[config.mk]
export PLATFORM = sky130hd
export DESIGN_NAME = reg_display_scan_flat
export DESIGN_NICKNAME = d
export VERILOG_FILES = /design/src/rtl/reg_display_scan_if.sv /design/src/rtl/reg_display_scan.sv /design/src/flat_wrapper.sv
export SDC_FILE = /design/constraint.sdc
export NUM_CORES = 1
export LEC_CHECK = 0
export ABC_AREA = 0
export CORE_UTILIZATION = 57
export CTS_BUF_LIST = sky130_fd_sc_hd__clkbuf_2
export DETAILED_ROUTE_END_ITERATION = 10
export PLACE_DENSITY = 0.79
export SLEW_MARGIN = 20
export SYNTH_ARGS = -nofsm -noshare
export SYNTH_HDL_FRONTEND = slang
export SYNTH_SLANG_ARGS = --single-unit
[constraint.sdc]
create_clock -name clock -period 3.2 [get_ports clock]
set_clock_uncertainty 0.05 [all_clocks]
set_input_delay 0.64 -clock clock [delete_from_list [all_inputs] [get_ports clock]]
set_output_delay 0.64 -clock clock [all_outputs]
set_load 0.1 [all_outputs]
[src/rtl/reg_display_scan_if.sv]
// Register-display port between the board-side scanner and the core.
// The scanner presents a register index and the core answers combinationally
// with that register's value.
interface reg_display_scan_if;
  logic [4:0]  reg_out_id;
  logic [31:0] reg_out_data;

  // Scanner side: drives the index, reads the value back.
  modport master (
    output reg_out_id,
    input  reg_out_data
  );

  // Core side: reads the index, returns the value.
  modport slave (
    input  reg_out_id,
    output reg_out_data
  );
endinterface

[src/rtl/reg_display_scan.sv]
// Board-side register viewer.
// Two debounced push-buttons step the register index shown by the core.
// The returned 32-bit value is shown as 8 hex digits on a multiplexed,
// active-low 7-segment display. The value is snapshotted once per scan frame
// and again right after a new selection, so a frame never mixes two values.
module reg_display_scan #(
  parameter int SCAN_DIV        = 50000,
  parameter int DEBOUNCE_CYCLES = 500000
) (
  input  logic                      clock,
  input  logic                      reset,
  input  logic                      btn_inc,
  input  logic                      btn_dec,
  reg_display_scan_if.master        rd,
  output logic [6:0]                seg_n,
  output logic [7:0]                an_n,
  output logic                      dp_n
);

  localparam int SCAN_W = (SCAN_DIV > 1) ? $clog2(SCAN_DIV) : 1;
  localparam int DEB_W  = (DEBOUNCE_CYCLES > 1) ? $clog2(DEBOUNCE_CYCLES) : 1;
  localparam logic [SCAN_W-1:0] SCAN_LAST = SCAN_W'(SCAN_DIV - 1);
  localparam logic [DEB_W-1:0]  DEB_LAST  = DEB_W'(DEBOUNCE_CYCLES - 1);

  typedef enum logic [2:0] {
    DB_IDLE,
    DB_ARM,
    DB_PRESSED,
    DB_HELD,
    DB_REL
  } db_state_t;

  // Bit 0 = inc button, bit 1 = dec button throughout.
  logic [1:0]        sync_p0;
  logic [1:0]        sync_p1;
  db_state_t         db_state [2];
  logic [DEB_W-1:0]  db_cnt   [2];
  logic [1:0]        db_ready;
  logic [1:0]        pulse;

  logic [4:0]        reg_id;
  logic              id_chg;
  logic [31:0]       snapshot;
  logic [2:0]        digit;
  logic [SCAN_W-1:0] scan_cnt;

  assign rd.reg_out_id = reg_id;

  // Hex nibble to active-low {g,f,e,d,c,b,a} glyph.
  function automatic logic [6:0] hex_glyph(input logic [3:0] nib);
    logic [6:0] g;
    case (nib)
      4'h0: g = 7'h40;
      4'h1: g = 7'h79;
      4'h2: g = 7'h24;
      4'h3: g = 7'h30;
      4'h4: g = 7'h19;
      4'h5: g = 7'h12;
      4'h6: g = 7'h02;
      4'h7: g = 7'h78;
      4'h8: g = 7'h00;
      4'h9: g = 7'h10;
      4'hA: g = 7'h08;
      4'hB: g = 7'h03;
      4'hC: g = 7'h46;
      4'hD: g = 7'h21;
      4'hE: g = 7'h06;
      default: g = 7'h0E;
    endcase
    return g;
  endfunction

  // Two-flop synchroniser; resets to "pressed" so a button held through
  // reset is not mistaken for a fresh press.
  always_ff @(posedge clock or negedge reset) begin
    if (!reset) begin
      sync_p0 <= 2'b11;
      sync_p1 <= 2'b11;
    end else begin
      sync_p0 <= {btn_dec, btn_inc};
      sync_p1 <= sync_p0;
    end
  end

  // Debouncer FSMs: one registered pulse per accepted press. db_ready stays
  // low after reset until the button has been seen released.
  always_ff @(posedge clock or negedge reset) begin
    if (!reset) begin
      for (int i = 0; i < 2; i++) begin
        db_state[i] <= DB_IDLE;
        db_cnt[i]   <= '0;
      end
      db_ready <= 2'b00;
      pulse    <= 2'b00;
    end else begin
      for (int i = 0; i < 2; i++) begin
        pulse[i] <= 1'b0;
        if (!sync_p1[i]) db_ready[i] <= 1'b1;
        case (db_state[i])
          DB_IDLE: begin
            if (sync_p1[i] && db_ready[i]) begin
              db_state[i] <= DB_ARM;
              db_cnt[i]   <= '0;
            end
          end
          DB_ARM: begin
            if (!sync_p1[i]) begin
              db_state[i] <= DB_IDLE;
            end else if (db_cnt[i] == DEB_LAST) begin
              db_state[i] <= DB_PRESSED;
              pulse[i]    <= 1'b1;
            end else begin
              db_cnt[i] <= db_cnt[i] + 1'b1;
            end
          end
          DB_PRESSED: begin
            db_state[i] <= DB_HELD;
          end
          DB_HELD: begin
            if (!sync_p1[i]) begin
              db_state[i] <= DB_REL;
              db_cnt[i]   <= '0;
            end
          end
          DB_REL: begin
            if (sync_p1[i]) begin
              db_state[i] <= DB_HELD;
            end else if (db_cnt[i] == DEB_LAST) begin
              db_state[i] <= DB_IDLE;
            end else begin
              db_cnt[i] <= db_cnt[i] + 1'b1;
            end
          end
          default: begin
            db_state[i] <= DB_IDLE;
          end
        endcase
      end
    end
  end

  // Register select: step the index on a lone pulse; simultaneous pulses cancel.
  always_ff @(posedge clock or negedge reset) begin
    if (!reset) begin
      reg_id <= 5'd0;
      id_chg <= 1'b0;
    end else begin
      id_chg <= 1'b0;
      case (pulse)
        2'b01: begin
          reg_id <= reg_id + 5'd1;
          id_chg <= 1'b1;
        end
        2'b10: begin
          reg_id <= reg_id - 5'd1;
          id_chg <= 1'b1;
        end
        default: ;
      endcase
    end
  end

  // Scan timing and snapshot: reload at every frame wrap, and restart the
  // frame right after a new selection so it shows up at once.
  always_ff @(posedge clock or negedge reset) begin
    if (!reset) begin
      snapshot <= 32'd0;
      digit    <= 3'd0;
      scan_cnt <= '0;
    end else if (id_chg) begin
      snapshot <= rd.reg_out_data;
      digit    <= 3'd0;
      scan_cnt <= '0;
    end else if (scan_cnt == SCAN_LAST) begin
      scan_cnt <= '0;
      digit    <= digit + 3'd1;
      if (digit == 3'd7) snapshot <= rd.reg_out_data;
    end else begin
      scan_cnt <= scan_cnt + 1'b1;
    end
  end

  // Registered display drive, one cycle behind digit/snapshot.
  always_ff @(posedge clock or negedge reset) begin
    if (!reset) begin
      an_n  <= 8'hFE;
      seg_n <= 7'h40;
      dp_n  <= 1'b0;
    end else begin
      an_n  <= ~(8'b1 << digit);
      seg_n <= hex_glyph(snapshot[{digit, 2'b00} +: 4]);
      dp_n  <= (digit != 3'd0);
    end
  end

endmodule

[src/flat_wrapper.sv]
// flat-port wrapper written by rule: the top's interface ports become plain ports
module reg_display_scan_flat 
#(
  parameter int SCAN_DIV        = 50000,
  parameter int DEBOUNCE_CYCLES = 500000
)
  (clock, reset, btn_inc, btn_dec, seg_n, an_n, dp_n, rd_reg_out_id, rd_reg_out_data);
  reg_display_scan_if rd_i ();
  input  logic clock;
  input  logic reset;
  input  logic btn_inc;
  input  logic btn_dec;
  output logic [6:0] seg_n;
  output logic [7:0] an_n;
  output logic dp_n;
  output wire logic [$bits(rd_i.reg_out_id)-1:0] rd_reg_out_id;
  input wire logic [$bits(rd_i.reg_out_data)-1:0] rd_reg_out_data;
  assign rd_reg_out_id = rd_i.reg_out_id;
  assign rd_i.reg_out_data = rd_reg_out_data;
  reg_display_scan #(.SCAN_DIV(SCAN_DIV), .DEBOUNCE_CYCLES(DEBOUNCE_CYCLES)) u_core (.clock(clock), .reset(reset), .btn_inc(btn_inc), .btn_dec(btn_dec), .rd(rd_i), .seg_n(seg_n), .an_n(an_n), .dp_n(dp_n));
endmodule
==> results.md <==
| Item | Reported | Unit |
| --- | --- | --- |
| Run status | finished, final reports clean | - |
| Part of the Yosys area used for sequential elements | 0.500 | - |
| Iteration-0 DRC count of the detailed router | 249 | - |
| Setup violations, final | 0 | - |
| Core area | 10500 | sq um |
| Layout Area Growth over Synthesis | 14.5 | % |
| Most instantiated flip-flop cell in the synthesis netlist | sky130_fd_sc_hd__dfrtp_1 | - |
| Category of the critical setup timing path | reg -> reg | - |
| Total grt overflow | 0 | - |
| Critical path cell sequence | mux4_2 -> mux2i_1 -> inv_1 -> ha_1 -> mux4_2 | - |
| Most frequent cells in the layout | sky130_fd_sc_hd__dfrtp_1 (112), sky130_fd_sc_hd__nor2_1 (53), sky130_fd_sc_hd__nand2_1 (53) | - |
| Post-synthesis async set-or-reset flop share | 1.00 | - |
| Arrival time at the worst endpoint | 3.15 | ns |
| Final worst path period need | 2.62 | ns |
| Slowest cell on crit path | sky130_fd_sc_hd__dfrtp_1 | - |
| Total Routing Usage GR | 0.245 | - |
| Placer Congestion | 0.874 | - |
| Instance area at placement | 6860 | sq um |
| Worst Path Buf+Inv | 1 | - |
| Worst vdd rail ir drop | 0.000355 | V |
| Delay of the slowest cell on the worst path | 0.71 | ns |
| Antenna violations before repair | 0 | - |
| Synth Area in XOR/XNOR | 0.0295 | - |
| Clk Latency, worst-skew pair | 0.68 | ns |
| Worst-case setup margin in the final layout | 0.577 | ns |
| Post-CTS Hold Buffers | 1 | - |
| Initial core utilization | 0.596 | - |
| Count of distinct cell types in the synthesized netlist | 56 | - |
| Chip height | 107 | um |
| CTS-repair resized insts | 0 | - |
| Antenna Diode Count | 0 | - |
| Via count of the first global-routing pass | 4671 | - |
| P_leak | 3.22 | nW |
| Layout cell share with drive strength beyond 1 | 0.197 | - |
| Post-Synthesis Mean Instance Area | 10.6 | sq um |
| Boundary pin count | 57 | - |
| Number of synthesized flops with an enable pin | 0 | - |
| Portion of total power attributed to sequential cells | 0.547 | - |
| Gate power share | 0.104 | - |
| Accumulated negative setup slack | 0 | ns |
| Synth Net Count | 644 | - |
| Slew @ Worst Pin | 0.947 | ns |
| Antenna Violating Nets Remaining | 0 | - |
| Clock sink count | 124 | - |
| Detailed-router iteration count before antenna repair | 5 | - |
| Compound-gate portion of the synthesized area | 0.111 | - |
| Fill cell total of the finished layout | 740 | - |
| Remaining DRCs | 0 | - |
| Share of synthesized area spent on multiplexers | 0.112 | - |
| Overall die area | 11400 | sq um |
| MaxCap Viol Count | 0 | - |
| Total detailed-routing wirelength | 12700 | um |
| Post-DP HPWL | 8870 | um |
| RSZ-0062 raised after global routing | no | - |
| Endpoint class of the critical path | flop | - |
| Clk pwr share | 0.349 | - |
| Register clock-pin slew on the reported worst setup and hold paths | 0.17 | ns |
| Max Transition Viols Final | 0 | - |
| Cell Count Post-Placement | 759 | - |
| Clock tree from TritonCTS | done | - |
| Number of rows in the core area | 37 | - |
| Number of clock buffers inserted by TritonCTS | 17 | - |
| Die Width | 107 | um |
| Switching part of the total power | 0.263 | - |
| Timing-limited maximum frequency | 381 | MHz |
| Root Buffer Master | sky130_fd_sc_hd__clkbuf_2 | - |
| Power Dens Cells | 428 | nW/um^2 |
| Relative slew slack | 0.366 | - |
| Most common library cell in the layout ignoring fill and taps | sky130_fd_sc_hd__dfrtp_1 | - |
| Dominant combinational cell family by area after synthesis | simple AND/OR/NAND/NOR gates | - |
| Post-synthesis cell area | 6230 | sq um |
| CP required | 3.73 | ns |
| Worst slack, placed | 0.585 | ns |
| CTS max path bufs | 2 | - |
| Post-route insts no fill | 792 | - |
| Dominant delay contributor by cell family on the critical path | multiplexers | - |
| Port buffer count | 56 | - |
| Maximum number of pins on one net before global-route repair | 58 | - |
| Number of vias in the routed layout | 4700 | - |
| Number of buffers added for setup after CTS | 0 | - |
| Finished layout cell area | 7140 | sq um |
| Final Hold Viols | 0 | - |
| Period Utilization, post-route | 0.820 | - |
| CP dominant cell by count | sky130_fd_sc_hd__mux4_2 | - |
| Worst Path Max Fanout | 13 | - |
| Area of all sequential standard cells | 3120 | sq um |
| Vias per inst | 5.93 | - |
| Crit path launch type | flop | - |
| Gate Count Post-Synth | 588 | - |
| Mean routed wirelength per cell | 16.0 | um |
| Number of warning messages in the yosys log | 0 | - |
| Footprint of the multi-input gates | 2930 | sq um |
| Global-route wire length before repair | 21800 | um |
| Total number of nets in the final design | 699 | - |
| Class of the most critical hold timing path | in -> reg | - |
| Fraction of the mapped netlist area in adder cells | 0.0413 | - |
| Simple logic cell fraction of the synthesized area | 0.174 | - |
| Int Power | 2.25 | mW |
| H-tree depth | 4 | - |
| Total net switching power | 0.804 | mW |
| Post-synthesis sequential element count | 124 | - |
-- cells by family after synthesis --
family / count (synthesis)
and+or+nand+nor: 214
AOI/OAI and AO/OA: 109
muxes: 54
buffers and inverters: 46
DFF: 124
adders and majority gates: 20
xor gates and xnor gates: 21
-- sequential cells by signal (all words and copies together) (netlist names) --
register	flops
u_core.seg_n	7
u_core.db_ready	2
u_core.sync_p0	2
u_core.digit	3
u_core.db_state	6
u_core.rd.reg_out_id	5
u_core.pulse	2
u_core.sync_p1	2
u_core.an_n	8
u_core.db_cnt	38
u_core.scan_cnt	16
u_core.snapshot	32
u_core.id_chg	1
-- per-stage QoR --
stage	total power [mW]	util	hold WS [ns]
6_report	3.05	0.682	0.289
5_1_grt	3.20	0.682	0.185
4_1_cts	3.09	0.682	0.207
3_5_place_dp	2.01	0.656	0.298
3_3_place_gp	2.00	0.656	0.295
2_1_floorplan	1.88	-	0.294
-- worst reg2reg max path, stage by stage, from the launching register on --
cell,delay [ns]
sky130_fd_sc_hd__dfrtp_1,0.71
sky130_fd_sc_hd__mux4_2,0.38
sky130_fd_sc_hd__mux2i_1,0.48
sky130_fd_sc_hd__inv_1,0.16
sky130_fd_sc_hd__ha_1,0.28
sky130_fd_sc_hd__mux4_2,0.48
-- layout make-up --
class                           count  area share
Inverter                           17     0.00894
Sequential cell                   124       0.437
Clock inverter                     15      0.0251
Multi-Input combinational cell    418       0.411
Clock buffer                       17      0.0119
Tap cell                          136      0.0238
Timing Repair Buffer               65      0.0824
-- Yosys cell counts (9+ instances only) --
master                     count  area share
sky130_fd_sc_hd__nand2_1      53       0.032
sky130_fd_sc_hd__mux2_2       36       0.065
sky130_fd_sc_hd__nor2_1       53       0.032
sky130_fd_sc_hd__mux4_2        9       0.033
sky130_fd_sc_hd__inv_1        16      0.0096
sky130_fd_sc_hd__dfstp_2      12       0.051
sky130_fd_sc_hd__a31oi_1      27       0.027
sky130_fd_sc_hd__ha_1         19       0.038
sky130_fd_sc_hd__and3_1       16       0.016
sky130_fd_sc_hd__a21oi_1      21       0.017
sky130_fd_sc_hd__mux2i_1       9       0.014
sky130_fd_sc_hd__nand3_1      28       0.022
sky130_fd_sc_hd__clkbuf_1     17       0.010
sky130_fd_sc_hd__o21ai_0      32       0.026
sky130_fd_sc_hd__xor2_1        9       0.013
sky130_fd_sc_hd__dfrtp_1     112        0.45
sky130_fd_sc_hd__xnor2_1      12       0.017
-- per-layer routing --
layer | vias up | GRT usage | share of wire
li1 | 2235 | - | -
met1 | 2305 | 0.326 | 0.45
met2 | 141 | 0.385 | 0.48
met3 | 19 | 0.0669 | 0.051
met4 | 0 | 0.0949 | 0.018
met5 | - | 0 | 0
-- final timing paths --
kind | endpoint | depth (start not counted) | slack [ns] | start
worst max-delay path | u_core.seg_n[3] | 5 | 0.58 | u_core.digit[2]
worst min-delay path | u_core.sync_p0[0] | 1 | 0.29 | btn_inc
worst max register to register | u_core.seg_n[3] | 5 | 0.58 | u_core.digit[2]
worst min register to register | u_core.sync_p1[0] | 0 | 0.32 | u_core.sync_p0[0]
max in group asynchronous | u_core.db_cnt[17] | 3 | 1.93 | reset
min in group asynchronous | u_core.rd.reg_out_id[0] | 2 | 0.40 | reset
-- power groups by stage --
stage	logic, mW	registers (mW)	clock network [mW]
after floorplan	0.144	1.74	0
after global placement	0.305	1.70	0
final	0.316	1.67	1.07
after detailed placement	0.316	1.70	0
after global routing	0.346	1.68	1.17
after CTS	0.318	1.67	1.10
(Power assumes the default switching activity.)
